**config.mk**
```make
export PLATFORM = sky130hd
export DESIGN_NAME = ex_forward_unit
export DESIGN_NICKNAME = d
export VERILOG_FILES = /design/src/rtl/ex_forward_unit.sv
export SDC_FILE = /design/constraint.sdc
export NUM_CORES = 1
export LEC_CHECK = 0
export CORE_UTILIZATION = 40
export DETAILED_ROUTE_END_ITERATION = 10
export HOLD_SLACK_MARGIN = 0.1
export PLACE_DENSITY = 0.86
export SYNTH_ARGS = -nofsm -noshare
export SYNTH_HDL_FRONTEND = slang
export SYNTH_SLANG_ARGS = --single-unit
```
**constraint.sdc**
```tcl
create_clock -name clock -period 4.54 [get_ports clock]
set_clock_uncertainty 0.1 [all_clocks]
set_input_delay 0.454 -clock clock [delete_from_list [all_inputs] [get_ports clock]]
set_output_delay 0.454 -clock clock [all_outputs]
set_load 0.1 [all_outputs]
```
**src/rtl/ex_forward_unit.sv**
```systemverilog
// Execute-stage operand forwarding and load-use interlock.
// Tracks EX/MEM and MEM/WB internally and drives the register-file write port.
module ex_forward_unit #(
  parameter int unsigned DW = 20,
  parameter int unsigned RW = 4
) (
  input  logic          clock,
  input  logic          reset,
  input  logic [RW-1:0] id_ex_op1,
  input  logic [RW-1:0] id_ex_op2,
  input  logic [RW-1:0] id_ex_dest,
  input  logic          id_ex_wr,
  input  logic          id_ex_load,
  input  logic [DW-1:0] data_rf1,
  input  logic [DW-1:0] data_rf2,
  input  logic [DW-1:0] ex_result,
  input  logic [DW-1:0] mem_rdata,
  output logic [DW-1:0] fwd_a,
  output logic [DW-1:0] fwd_b,
  output logic [1:0]    sel_a,
  output logic [1:0]    sel_b,
  output logic          stall,
  output logic          wb_en,
  output logic [RW-1:0] wb_dest,
  output logic [DW-1:0] wb_data
);

  localparam logic [1:0] SEL_RF = 2'd0;
  localparam logic [1:0] SEL_XM = 2'd1;
  localparam logic [1:0] SEL_MW = 2'd2;

  logic [RW-1:0] xm_dest_q, xm_dest_d, mw_dest_q, mw_dest_d;
  logic          xm_wr_q, xm_wr_d, mw_wr_q, mw_wr_d;
  logic          xm_load_q, xm_load_d, mw_load_q, mw_load_d;
  logic [DW-1:0] xm_val_q, xm_val_d, mw_val_q, mw_val_d;

  logic [DW-1:0] wb_val;
  logic          xm_hit_a, xm_hit_b, mw_hit_a, mw_hit_b;

  // Tracker registers; reset clears every field so no stale forward survives.
  always_ff @(posedge clock or posedge reset) begin
    if (reset) begin
      xm_dest_q <= '0;
      xm_wr_q   <= 1'b0;
      xm_load_q <= 1'b0;
      xm_val_q  <= '0;
      mw_dest_q <= '0;
      mw_wr_q   <= 1'b0;
      mw_load_q <= 1'b0;
      mw_val_q  <= '0;
    end else begin
      xm_dest_q <= xm_dest_d;
      xm_wr_q   <= xm_wr_d;
      xm_load_q <= xm_load_d;
      xm_val_q  <= xm_val_d;
      mw_dest_q <= mw_dest_d;
      mw_wr_q   <= mw_wr_d;
      mw_load_q <= mw_load_d;
      mw_val_q  <= mw_val_d;
    end
  end

  always_comb begin
    wb_val   = mw_load_q ? mem_rdata : mw_val_q;

    xm_hit_a = xm_wr_q && (xm_dest_q == id_ex_op1) && (id_ex_op1 != '0);
    xm_hit_b = xm_wr_q && (xm_dest_q == id_ex_op2) && (id_ex_op2 != '0);
    mw_hit_a = mw_wr_q && (mw_dest_q == id_ex_op1) && (id_ex_op1 != '0);
    mw_hit_b = mw_wr_q && (mw_dest_q == id_ex_op2) && (id_ex_op2 != '0);

    stall    = (xm_hit_a || xm_hit_b) && xm_load_q;

    // A stalled EX instruction enters EX/MEM as a bubble; it is re-presented next cycle.
    xm_dest_d = id_ex_dest;
    xm_wr_d   = id_ex_wr && !stall;
    xm_load_d = id_ex_load && !stall;
    xm_val_d  = ex_result;

    mw_dest_d = xm_dest_q;
    mw_wr_d   = xm_wr_q;
    mw_load_d = xm_load_q;
    mw_val_d  = xm_val_q;

    sel_a = SEL_RF;
    fwd_a = data_rf1;
    if (xm_hit_a && !xm_load_q) begin
      sel_a = SEL_XM;
      fwd_a = xm_val_q;
    end else if (mw_hit_a) begin
      sel_a = SEL_MW;
      fwd_a = wb_val;
    end

    sel_b = SEL_RF;
    fwd_b = data_rf2;
    if (xm_hit_b && !xm_load_q) begin
      sel_b = SEL_XM;
      fwd_b = xm_val_q;
    end else if (mw_hit_b) begin
      sel_b = SEL_MW;
      fwd_b = wb_val;
    end

    wb_en   = mw_wr_q && (mw_dest_q != '0);
    wb_dest = mw_dest_q;
    wb_data = wb_val;
  end

endmodule

```
# Word level (Yosys, flattened, before mapping)
# Index checks and enable logic that the tools add are counted.
# op_classes
n_mux	9
reduce_logical	20
n_eq_ne	4
# op_table
operator	n
20-bit two-way mux	5
4-bit == test	4
1-bit logical AND	14
4-bit nonzero test	3
2-bit two-way mux	4
1-bit zero test	2
1-bit logical OR	1
# word_totals
register_bits	52
inputBits	96
elab_cells	41

# Logic depth before layout (Yosys ltp)
# logic_depth
ltp_word	7
ltp_mapped	6
depth_no_buf	5

# Least setup slack after synthesis
# No wires, ideal clock.
# synth_timing
kind	flip-flop to output port
from	register mw_dest_q[2] (netlist: wb_dest[2])
to	output port fwd_a[0]
n_path_buf	1
arrival_time_ns	4.073
slack_ns	-0.087
t_required_ns	3.986
stages_incl_launch_ff	6
path_cell_list	dfrtp_1 -> xor2_1 -> nor4_2 -> buf_2 -> mux2i_1 -> o21ai_0
# synth_between
elab_chain_len	5
# synth_lines
element	line	source
start: declaration	32	logic [RW-1:0] xm_dest_q, xm_dest_d, mw_dest_q, mw_dest_d;
start signal: assignment	56	mw_dest_q <= mw_dest_d;
4-bit == test	68	mw_hit_a = mw_wr_q && (mw_dest_q == id_ex_op1) && (id_ex_op1 != '0);
1-bit logical AND (2 in series)	68	
20-bit two-way mux	89	end else if (mw_hit_a) begin
20-bit two-way mux	86	if (xm_hit_a && !xm_load_q) begin
end: declaration	18	output logic [DW-1:0] fwd_a,
# No other way between the ends.

# Final worst setup path
# layout_timing
from	input port id_ex_op2[3]
to	output port fwd_b[19]
# layout_between
elab_chain_len	5
word_cells_on_any_way	10
classes_between	2 x eq/ne; 2 x mux; 6 x reduce/logical
# layout_lines
element	line	source
start: declaration	10	input logic [RW-1:0] id_ex_op2,
4-bit == test, on equally long branches	69, 67	
1-bit logical AND, on equally long branches (2 in series)	69, 67	
20-bit two-way mux or 1-bit logical AND (tied branches)	99, 96	
20-bit two-way mux *	96	if (xm_hit_b && !xm_load_q) begin
end: declaration	19	output logic [DW-1:0] fwd_b,
# Every way passes the cells marked *; elsewhere a longest branch is shown, timed or not.

==> impl_metrics.yaml <==
place:
  place_hpwl_mm: 6.70
  dp_cells: 484
  dpl_cell_area_mm2: 0.00455
  port_buffers: 165
  gp_congestion: 0.866
  pre_cts_ws_ns: 1.10
die:
  row_count: 29
  initial_utilization_pct: 41.8
  ios: 166
  die_w_um: 84.0
  die_h_um: 84.0
  core_mm2: 0.00642
  dieArea_mm2: 0.00705
timing:
  holdWs_ns: 0.303
  setup-violations-final: 0
  finalWorstSetupSlack_ns: 1.07
  min_period_ns: 3.47
  final.setup.tns_ns: 0
  slew_violations: 0
  grt_setup_unrepaired: "no"
  finalCritPeriodShare_pct: 76.5
  worstMarginPinSlew_ns: 1.08
  hold_violations: 0
  slew_headroom_pct: 27.9
  max_freq_mhz: 288
setup_path:
  worstPathMaxFanout: 20
  cp.required_ns: 3.99
  critPathMaxStageDelay_ns: 0.76
  worstSetupPathType: "primary input to output pin"
  end_kind: "output pin"
  cp_num_buf_inv: 2
  cp_cell_sequence: "clkdlybuf4s50_1, xor2_1, nor4_1, and3_1, nor2_1, o2bb2ai_1, buf_12"
  reg2regPathDepth: 5
  reg2reg_from: "mw_dest_d[1]$_DFF_PP0_"
  critPathArrivalTime_ns: 2.92
  path_delay_family: "simple AND/OR/NAND/NOR gates"
  reg2reg_slack_ns: 2.72
  worstReg2RegEnd: "mw_load_d$_DFF_PP0_"
  setup.worst_path.start_class: "primary input"
  crit_path_top_delay_cell: "and3_1"
synth:
  synthTopCellsByArea: "dfrtp_1, mux2_2, mux2i_1, o21ai_0, o2bb2ai_1"
  ys_seq_area_share_pct: 48.4
  syn_area_per_cell_um2: 10.6
  synth_ff_type: "dfrtp_1"
  synthArstFlopShare_pct: 100
  synth_area_mm2: 0.00269
  yosysWarnings: 0
  synth_nets: 349
  synthCells: 253
  yosysTopAreaCell: "dfrtp_1"
  synth-edff-count: 0
  ys_types: 31
  yosysTopAreaCellShare_pct: 48.4
  ys_ff_latch: 52
layout:
  layoutNonFillerInstCount: 492
  syn_to_final_growth_pct: 73.9
  diodes: 0
  layout_common_cells: "clkdlybuf4s50_1, dfrtp_1, buf_4"
  final_common_cell: "clkdlybuf4s50_1"
  final_core_util_pct: 72.8
  stdcell_area_mm2: 0.00467
  fin_nets: 510
  drive_above_1_share_pct: 20.2
routing:
  antenna_left: 0
  post-route-drc-count: 22
  routed.top_layer: "met4"
  routed_wl_mm: 8.80
  viasPerCell: 5.33
  wl_met2_mm: 4.84
  vias: 2622
  drt-met1-wl_mm: 3.25
  met3_length_um: 588
  wl_per_cell_um: 17.9
  dr.first_iter.drc_count: 128
  first_pass_iters: 8
clock_tree:
  clock-sinks: 52
  cts_resized: 0
  post_cts_buffers: 0
  cts_hold_buf: 0
  root_buffer: "clkbuf_8"
  clk_latency_ns: 0.29
  htree_levels: 2
  clk_pin_slew_ns: 0.09
  cts_tree: "yes"
  cts_buffer_depth: 2
  cts_inserted_buffers: 5
global_route:
  track_usage_pct: 25.6
  antenna_found_initial: 0
  grt_pass1_wl_mm: 14.2
  grt_pass1_vias: 2836
  gr-total-overflow: 0
  grt_start_max_net_pins: 53
worst_hold_path:
  min_to: "mw_val_q[19]$_DFF_PP0_"
  worstHoldPathCells: 0
  worstHoldStart: "mw_val_d[19]$_DFF_PP0_"
  hold_class: "flop to flop"
pwr:
  power_mw: 1.53
  peakVddDrop_mv: 0.217
  power_density_mw_per_mm2: 327
  leakagePower_nw: 1.88
run:
  maxCapViolations: 0
run_status:
  violations: "design-rule violations"
  status: "complete, but fails checks"
==> state kept, by name, summed over array words and instances, names as in the netlist <==
register,flops
mw_load_q,1
mw_wr_d,1
mw_wr_q,1
mw_load_d,1
wb_dest,4
mw_val_d,20
mw_val_q,20
mw_dest_d,4
==> where the power goes <==
part	internal [mW]	switching, mW
combinational	0.221	0.460
clock	0.195	0.144
sequential	0.487	0.0225
==> kinds of logic (layout without fill, tap and decap cells) <==
logic type             after synthesis  count (layout)  share of synthesized area (%)
AO/OA/AOI/OAI                       64              64                           15.5
XOR/XNOR                            12              12                           3.91
buffers and inverters               21             183                           4.33
flip-flops                          52              52                           48.4
multiplexers                        40              40                           15.8
AND/OR/NAND/NOR                     64              64                           12.1
==> Yosys cell counts (all sizes together) (3+ instances only) <==
library cell   n
nand2         20
o21ai         41
buf           10
nand3          3
nor4           7
xor2           8
mux2i         20
o2bb2ai       20
inv            5
xnor2          4
dfrtp         52
mux2          20
nor2          21
clkbuf         6
==> layer usage <==
layer	global-route usage (%)	up-vias
met3	4.85	14
met4	6.43	0
met1	28.8	1274
li1	-	1225
met5	0	-
met2	49.0	109
==> how the worst max path moves through the flow <==
stage,from,endpoint,slack (ns),depth (start not counted)
after floorplan,wb_dest[2]$_DFF_PP0_,fwd_a[19],0.22,4
after global placement,id_ex_op2[3],fwd_b[18],1.20,7
after detailed placement,id_ex_op2[3],fwd_b[16],1.10,7
after CTS,id_ex_op2[3],fwd_b[18],1.09,7
after global routing,id_ex_op2[3],fwd_b[18],0.89,7
final,id_ex_op2[3],fwd_b[19],1.07,7
==> worst register-to-register path, cell delays in order, from the launching register on <==
cell,delay (ns)
dfrtp_1,0.45
nor2b_1,0.16
a2111o_1,0.44
nor3_1,0.25
o21ai_1,0.14
and2_1,0.18
==> area by class of cell <==
| class | count | area (µm²) |
|---|---|---|
| sequential | 52 | 1300 |
| multi-input combinational | 180 | 1280 |
| fill | 473 | 1750 |
| timing repair buffer | 170 | 1850 |
| clock buffer | 7 | 96.3 |
| inverter | 5 | 18.8 |
| tap | 77 | 96.3 |
| clock inverter | 1 | 30.0 |
(Power assumes the default switching activity.)
